### config.mk
export PLATFORM = sky130hd
export DESIGN_NAME = rr_arb8
export DESIGN_NICKNAME = d
export VERILOG_FILES = /design/src/rtl/arb_pkg.sv /design/src/rtl/rr_penc8.sv /design/src/rtl/rr_arb8.sv
export SDC_FILE = /design/constraint.sdc
export NUM_CORES = 1
export LEC_CHECK = 0
export CELL_PAD_IN_SITES_DETAIL_PLACEMENT = 0
export CELL_PAD_IN_SITES_GLOBAL_PLACEMENT = 1
export CORE_MARGIN = 3
export CORE_UTILIZATION = 45
export DETAILED_ROUTE_END_ITERATION = 16
export PLACE_DENSITY_LB_ADDON = 0.25
export SLEW_MARGIN = 10
export SYNTH_ARGS = -nofsm -noshare
export SYNTH_HDL_FRONTEND = slang
export SYNTH_SLANG_ARGS = --single-unit
### constraint.sdc
create_clock -name clk -period 4.98 [get_ports clk]
set_input_delay 0.996 -clock clk [delete_from_list [all_inputs] [get_ports clk]]
set_output_delay 0.996 -clock clk [all_outputs]
set_load 0.01 [all_outputs]
### src/rtl/arb_pkg.sv
// Shared constants, state encoding and helpers for the 8-way round-robin arbiter.
package arb_pkg;

    localparam int N_REQ = 8;
    localparam int ID_W  = 3;
    localparam int HC_W  = 4;

    typedef enum logic {
        IDLE  = 1'b0,
        GRANT = 1'b1
    } state_e;

    function automatic logic [N_REQ-1:0] onehot(input logic [ID_W-1:0] id);
        logic [N_REQ-1:0] v;
        v     = '0;
        v[id] = 1'b1;
        return v;
    endfunction

endpackage

### src/rtl/rr_penc8.sv
// Rotating priority encoder: first set request bit found searching upward from ptr, wrapping mod 8.
module rr_penc8
    import arb_pkg::*;
(
    input  logic [N_REQ-1:0] req,
    input  logic [ID_W-1:0]  ptr,
    output logic [ID_W-1:0]  id,
    output logic             any
);

    logic [ID_W-1:0] idx;

    // Scan from farthest to nearest so the closest set bit to ptr is the last one written.
    always_comb begin
        id  = ptr;
        idx = '0;
        for (int i = N_REQ - 1; i >= 0; i--) begin
            idx = ptr + ID_W'(i);
            if (req[idx]) begin
                id = idx;
            end
        end
    end

    assign any = |req;

endmodule

### src/rtl/rr_arb8.sv
// 8-requester round-robin arbiter with bounded hold time and registered one-hot grant.
module rr_arb8
    import arb_pkg::*;
#(
    parameter int HOLD_MAX = 4
) (
    input  logic             clk,
    input  logic             rst,
    input  logic             en,
    input  logic [N_REQ-1:0] req,
    output logic [N_REQ-1:0] gnt,
    output logic [ID_W-1:0]  gnt_id,
    output logic             gnt_valid
);

    localparam logic [HC_W-1:0] HC_LAST = HC_W'(HOLD_MAX - 1);

    state_e           state_q, state_d;
    logic [N_REQ-1:0] gnt_q, gnt_d;
    logic [ID_W-1:0]  gnt_id_q, gnt_id_d;
    logic             gnt_valid_q, gnt_valid_d;
    logic [ID_W-1:0]  ptr_q, ptr_d;
    logic [HC_W-1:0]  hc_q, hc_d;

    logic             others;
    logic             grant_end;
    logic [ID_W-1:0]  sel_ptr;
    logic [ID_W-1:0]  win_id;
    logic             win_any;

    // The encoder must see the post-grant pointer on the ending edge so a back-to-back
    // winner already treats the outgoing requester as lowest priority.
    assign others    = |(req & ~onehot(gnt_id_q));
    assign grant_end = (state_q == GRANT) &&
                       (!en || !req[gnt_id_q] || ((hc_q == HC_LAST) && others));
    assign sel_ptr   = grant_end ? (gnt_id_q + 3'd1) : ptr_q;

    rr_penc8 u_penc (
        .req (req),
        .ptr (sel_ptr),
        .id  (win_id),
        .any (win_any)
    );

    always_comb begin
        state_d  = state_q;
        gnt_id_d = gnt_id_q;
        ptr_d    = ptr_q;
        hc_d     = hc_q;

        unique case (state_q)
            IDLE: begin
                if (en && win_any) begin
                    state_d  = GRANT;
                    gnt_id_d = win_id;
                    hc_d     = '0;
                end
            end
            GRANT: begin
                if (grant_end) begin
                    ptr_d = sel_ptr;
                    hc_d  = '0;
                    if (en && win_any) begin
                        gnt_id_d = win_id;
                    end else begin
                        state_d = IDLE;
                    end
                end else if (hc_q != HC_LAST) begin
                    hc_d = hc_q + 4'd1;
                end
            end
            default: begin
                state_d = IDLE;
            end
        endcase

        gnt_valid_d = (state_d == GRANT);
        gnt_d       = gnt_valid_d ? onehot(gnt_id_d) : '0;
    end

    always_ff @(posedge clk or posedge rst) begin
        if (rst) begin
            state_q     <= IDLE;
            gnt_q       <= '0;
            gnt_id_q    <= '0;
            gnt_valid_q <= 1'b0;
            ptr_q       <= '0;
            hc_q        <= '0;
        end else begin
            state_q     <= state_d;
            gnt_q       <= gnt_d;
            gnt_id_q    <= gnt_id_d;
            gnt_valid_q <= gnt_valid_d;
            ptr_q       <= ptr_d;
            hc_q        <= hc_d;
        end
    end

    assign gnt       = gnt_q;
    assign gnt_id    = gnt_id_q;
    assign gnt_valid = gnt_valid_q;

endmodule

* Word level (Yosys, flattened, before mapping)
Index checks and enable logic that the tools add are counted.
** Word-level totals
- Register bits after elaboration :: 19
- Input port bits :: 11
- Output and inout bits :: 12
- Logic and storage cells :: 88
** Operators by class
- Add/subtract/negate cells :: 9
- Magnitude comparators :: 12
- Eq/ne operators :: 4
- Multiplexer cells :: 42
- Bitwise operators :: 3
- Reduce and logical (&&, ||, !) cells :: 13
** Operators with widths (number)
- $lt 3x4->1 const B :: 10
- $mux 3 :: 11
- $bmux 1 s3 :: 9
- $reduce_or 8->1 :: 2
- $mux 1 :: 13
- $add 3x3->3 const B :: 4
- $mux 4 :: 3
- $and 8x8->8 :: 1
- $mux 8 :: 1
- $not 8->8 :: 1
- $pmux 4 s2 :: 1
- $add 3x1->3 const B :: 2
- $add 3x2->3 const B :: 2
- $demux 1 s3 :: 2
- $ge 3x1->1 const B :: 2
- $pmux 3 s2 :: 1
- $logic_and 1x1->1 :: 5
- $add 4x1->4 const B :: 1
- $eq 4x2->1 const B :: 1
- $ne 4x2->1 const B :: 1
- $reduce_and 2->1 :: 2
- $ne 3x1->1 const B :: 1
- $logic_not 1->1 :: 2
- $logic_or 1x1->1 :: 2
- other kinds (3) :: 3

* Depth between registers and ports, before layout
- Depth in word-level cells :: 30
- Depth in mapped cells :: 17
- Depth with buffers taken out :: 15

* Modules after synthesis
Synthesis repeated with hierarchy kept, for this count alone.
** Unflattened totals
- Cell total of the unflattened synthesis :: 228
- Area, all modules :: 2190.9 um^2
** Modules (own cells, without submodules)
- rr_arb8 :: instances 1, cells an instance 134, area each 1316.3 um^2, seq. area each 475.5 um^2
- rr_penc8 :: instances 1, cells an instance 94, area each 874.6 um^2, seq. area each 0.0 um^2

* Worst setup path before layout
No wires, ideal clock.
- Kind :: input-to-reg
- Start :: input req[2]
- End :: register gnt_q[5] (netlist: gnt[5])
- Library setup time :: 0.080 ns
- Data arrival time :: 4.642 ns
- Required time :: 4.900 ns
- Slack :: 0.258 ns
- Stages :: 17
- Buffers on the path :: 2
- Path through :: buf_2 -> mux2i_1 -> a22o_1 -> or3_1 -> o21ai_2 -> nand2_2 -> inv_2 -> buf_2 -> ha_1 -> inv_1 -> mux4_2 -> mux2_2 -> o31a_1 -> o2111ai_2 -> o211a_4 -> inv_4 -> nor3_2
** On the way
- Longest elaborated chain between the ends :: 26
- Elaborated cells on any way between the ends :: 55
- Those cells by class :: add/sub: 7; order compare: 2; mux: 36; bitwise: 1; reduce/logical: 9
** RTL lines
- from (decl) :: line rr_arb8.sv:10 : input logic [N_REQ-1:0] req,
- $bmux 1 s3 :: line rr_arb8.sv:35 : (!en || !req[gnt_id_q] || ((hc_q == HC_LAST) && others));
- $mux 1 (implied by the code) :: line rr_arb8.sv:35
- $logic_not 1->1 :: line rr_arb8.sv:35
- $logic_or 1x1->1 (2 in series) :: line rr_arb8.sv:35
- $logic_and 1x1->1 :: line rr_arb8.sv:34 : assign grant_end = (state_q == GRANT) &&
- $mux 3 :: line rr_arb8.sv:36 : assign sel_ptr = grant_end ? (gnt_id_q + 3'd1) : ptr_q;
- $add 3x3->3 :: line rr_penc8.sv:18 : idx = ptr + ID_W'(i);
- $bmux 1 s3 :: line rr_penc8.sv:19 : if (req[idx]) begin
- (+11 left out)
- $pmux 3 s2 (*) :: line rr_arb8.sv:51 : unique case (state_q)
- net gnt_id_d[1] :: line rr_arb8.sv:20 : logic [ID_W-1:0] gnt_id_q, gnt_id_d;
- $lt 3x4->1 (implied by the code) or $ge 3x1->1 (tied branches) :: line arb_pkg.sv:16 : v[id] = 1'b1;
- $logic_and 1x1->1 (implied by the code) :: line arb_pkg.sv:16
- $mux 1 (implied by the code) :: line arb_pkg.sv:16
- $demux 1 s3 (*) :: line arb_pkg.sv:16
- $mux 8 (*) :: line rr_arb8.sv:78 : gnt_d = gnt_valid_d ? onehot(gnt_id_d) : '0;
- net gnt_d[5] :: line rr_arb8.sv:19 : logic [N_REQ-1:0] gnt_q, gnt_d;
- to (signal assigned) :: line rr_arb8.sv:91 : gnt_q <= gnt_d;
- to (decl) :: line rr_arb8.sv:19
Mark *: on every way through the listed nets, which the timed path passes. The rest lies on a longest branch. The select of a mux whose other input is x is not followed.
A chain may end at the register's enable or synchronous reset.

* Worst setup path after layout
- Start :: input req[2]
- End :: register gnt_q[4] (netlist: gnt[4])
Same word-level chain as after synthesis.

==> impl_metrics.csv <==
group,metric,value,unit
timing,finalClockSkew,0.00611,ns
critical_path,cp-start-kind,"primary input",
clock_network,cts_sinks,19,
clock_network,clk_pin_slew,0.07,ns
layout,area_delta_synth_final,22.5,%
timing,rsz0062_at_grt,"no",
critical_path,crit_path_start,"req[2]",
drt,vias,2444,
placement,dp_hpwl,5690,microns
worst_hold_path,hold_end,"hc_q[1]$_DFFE_PP0P_",
global_route,gr-total-overflow,0,
synthesis,synth-edff-count,0,
clock_network,cts-root-buf,"clkbuf_8",
drt,ant_nets,0,
worst_hold_path,holdPathStages,1,
pwr,p_comb_share,85.0,%
synthesis,syn_area_per_cell,8.80,sq um
flow_run,maxCapViolations,0,
timing,worst_slew_pin_slew,0.712,ns
synthesis,synth_area_leader_cell,"dfrtp_1",
synthesis,seq_area_frac_synth,20.0,%
pwr,finalPower,0.00253,W
synthesis,synth_most_common_cell,"a21oi_1",
critical_path,cp_slowest_cell,"clkdlybuf4s50_1",
synthesis,async_flop_share,100,%
floorplanning,fp.coreArea,4910,sq um
timing,finalSetupTns,0,ns
timing,relSlewSlack,52.5,%
critical_path,end_kind,"flop",
timing,finalSetupViolCount,0,
critical_path,path_class,"in2reg",
critical_path,rrSetupSlack,0.75,ns
clock_network,clk_latency,0.26,ns
timing,period_minus_slack,4.75,ns
floorplanning,start_util,48.4,%
placement,placed_area,2870,sq um
critical_path,cp_top_family,"compound AO/OA/AOI/OAI gates",
critical_path,cp.required,5.16,ns
placement,pre_cts_ws,0.00114,ns
synthesis,synth.area.top_cells,"dfrtp_1, mux2i_1, a21oi_1, mux4_2, nor3_2",
clock_network,cts_tree,"yes",
critical_path,worstPathCellList,"clkdlybuf4s50_1 -> and4b_1 -> a311oi_4 -> o41ai_4 -> a211oi_4 -> nor2_4 -> ha_1 -> inv_1 -> mux4_2 -> mux2_2 -> o31a_1 -> o2111ai_2 -> o211a_4 -> inv_4 -> nor3_2",
pwr,intPower,0.00120,W
global_route,grt_pass1_wl,11900,microns
placement,place_congestion,0.957,
layout,diodes,0,
pwr,clockPowerShare,4.2,%
critical_path,r2r-end,"gnt[0]$_DFF_PP0_",
floorplanning,die_w,78.7,microns
synthesis,synth_flop_cell,"dfrtp_1",
global_route,grtUsageTotal,24.0,%
pwr,netSwitchingPower,0.00133,W
critical_path,r2r_cells,14,
synthesis,synthDistinctLibCells,80,
placement,io_buffer_count,22,
synthesis,yosys.area.top_type_share,20.0,%
floorplanning,io_pins,23,
critical_path,critPathArrivalTime,4.93,ns
critical_path,cp_slowest_stage_delay,0.58,ns
clock_network,hold_buffers,0,
clock_network,clock_tree.htree_level_count,1,
pwr,power_frac_seq,10.8,%
drt,drtIter0Drc,210,
pwr,p_leak,1.19,nW
floorplanning,fp.dieH,78.7,microns
worst_hold_path,hp-start,"hc_q[1]$_DFFE_PP0P_",
timing,drv_slew,0,
floorplanning,die_area,6190,sq um
drt,drt_first_pass_iters,5,
pwr,irDropWorstVdd,460,uV
layout,drive_above_1_share,27.0,%
layout,layout.nets,335,
timing,finalCritPeriodShare,95.4,%
synthesis,synth_fp_nets,285,
floorplanning,core.rowCount,25,
global_route,grt_pass1_vias,2390,
critical_path,r2r-start,"gnt_id[1]$_DFF_PP0_",
clock_network,clk_path_buf_depth,2,
worst_hold_path,min_path_type,"reg2reg",
drt,wl,7220,microns
layout,final_area,2910,sq um
drt,via_per_inst,6.33,
synthesis,yosys-top-cells-count,"a21oi_1, dfrtp_1, nor2_1",
clock_network,post_cts_resized,0,
timing,hold_viol,0,
synthesis,ys_warn_count,0,
outcome,outcome,"finished, final reports clean",
timing,fmax,210,MHz
synthesis,ys_ff_latch,19,
critical_path,path_max_fanout,6,
timing,setup_slack,0.228,ns
clock_network,cts_buffers,3,
pwr,pwr_density_cell,868,nW/um^2
synthesis,netlist_area,2380,sq um
pwr,sw_frac_of_total,52.5,%
global_route,grt_max_degree,20,
global_route,antenna_found_initial,0,
drt,drc_errors,0,
clock_network,cts_setup_buffers,0,
critical_path,crit_buf_inv,3,
synthesis,syn_inst,270,
drt,wl_per_cell,18.7,microns
## sequential cells by signal, indices dropped and copies added (netlist names)
name	cells
hc_q	4
ptr_q	3
gnt	8
gnt_valid	1
gnt_id	3
## metrics by stage
step	std cells	hold WS (ns)	utilization (%)
after floorplan	270	0.501	-
after global placement	382	0.525	58.4
after detailed placement	382	0.532	58.4
after CTS	386	0.548	59.3
after global routing	386	0.598	59.3
final	386	0.544	59.3
## how the worst max path moves through the flow
| stage | cells after the start | end | slack, ns |
|---|---|---|---|
| 2_1_floorplan | 17 | gnt[5]$_DFF_PP0_ | 0.26 |
| 3_3_place_gp | 15 | gnt[1]$_DFF_PP0_ | 0.09 |
| 3_5_place_dp | 15 | gnt[5]$_DFF_PP0_ | 0.001 |
| 4_1_cts | 15 | gnt[5]$_DFF_PP0_ | 0.24 |
| 5_1_grt | 16 | gnt[5]$_DFF_PP0_ | 0.09 |
| 6_report | 15 | gnt[4]$_DFF_PP0_ | 0.23 |
## cells by family (layout without fill, tap and decap cells)
group / count (synthesis) / in the layout / share of synthesized area [%]
compound gates: 104 / 104 / 35.5
xor+xnor: 7 / 7 / 2.89
fa+ha+maj: 4 / 4 / 2.11
buf+inv: 30 / 79 / 6.32
flops: 19 / 19 / 20.0
mux: 22 / 22 / 11.6
simple gates: 84 / 84 / 21.6
## worst register-to-register path: cells and delay by family, from the launching register on
family                   cells  cell delay, ns
AO/OA/AOI/OAI                4            1.08
multiplexers                 2            0.81
flip-flops                   1            0.73
AND/OR/NAND/NOR              4            0.66
XOR/XNOR                     1            0.33
adder cells (fa/ha/maj)      1            0.28
buffers and inverters        2            0.21
## placed cells by master (no fill, tap or decap), types with 4 or more instances in the layout
master / n
buf_4: 35
a21oi_1: 25
clkdlybuf4s50_1: 22
dfrtp_1: 19
nor2_1: 17
nand2_1: 16
inv_1: 13
mux2i_1: 13
o21ai_0: 13
nor3_1: 10
nor3_2: 8
a211oi_1: 8
nand3_1: 7
xnor2_1: 5
mux2_2: 4
o32ai_1: 4
and3_1: 4
a21boi_0: 4
mux4_2: 4
ha_1: 4
## routing by layer
metal / part of all wire (%) / global-route usage, %
met2: 47 / 38.8
met3: 6.1 / 2.98
met1: 45 / 33.3
met5: 0 / 0
met4: 2.0 / 6.82
## final cells by class
class | count | area (sq um)
Clock buffer | 4 | 45.0
Fill cell | 446 | 2000
Inverter | 18 | 72.6
Multi-Input combinational cell | 221 | 1750
Tap cell | 67 | 83.8
Timing Repair Buffer | 57 | 483
Sequential cell | 19 | 475
## power groups by stage
| stage | Sequential [W] | Combinational, W | Clock (W) |
|---|---|---|---|
| floorplan | 0.000246 | 0.00156 | 0 |
| global placement | 0.000274 | 0.00210 | 0 |
| detailed placement | 0.000275 | 0.00212 | 0 |
| CTS | 0.000272 | 0.00213 | 0.000108 |
| global route | 0.000280 | 0.00231 | 0.000119 |
| finish | 0.000272 | 0.00215 | 0.000106 |
Note: power is estimated with default switching activity, not from simulation.
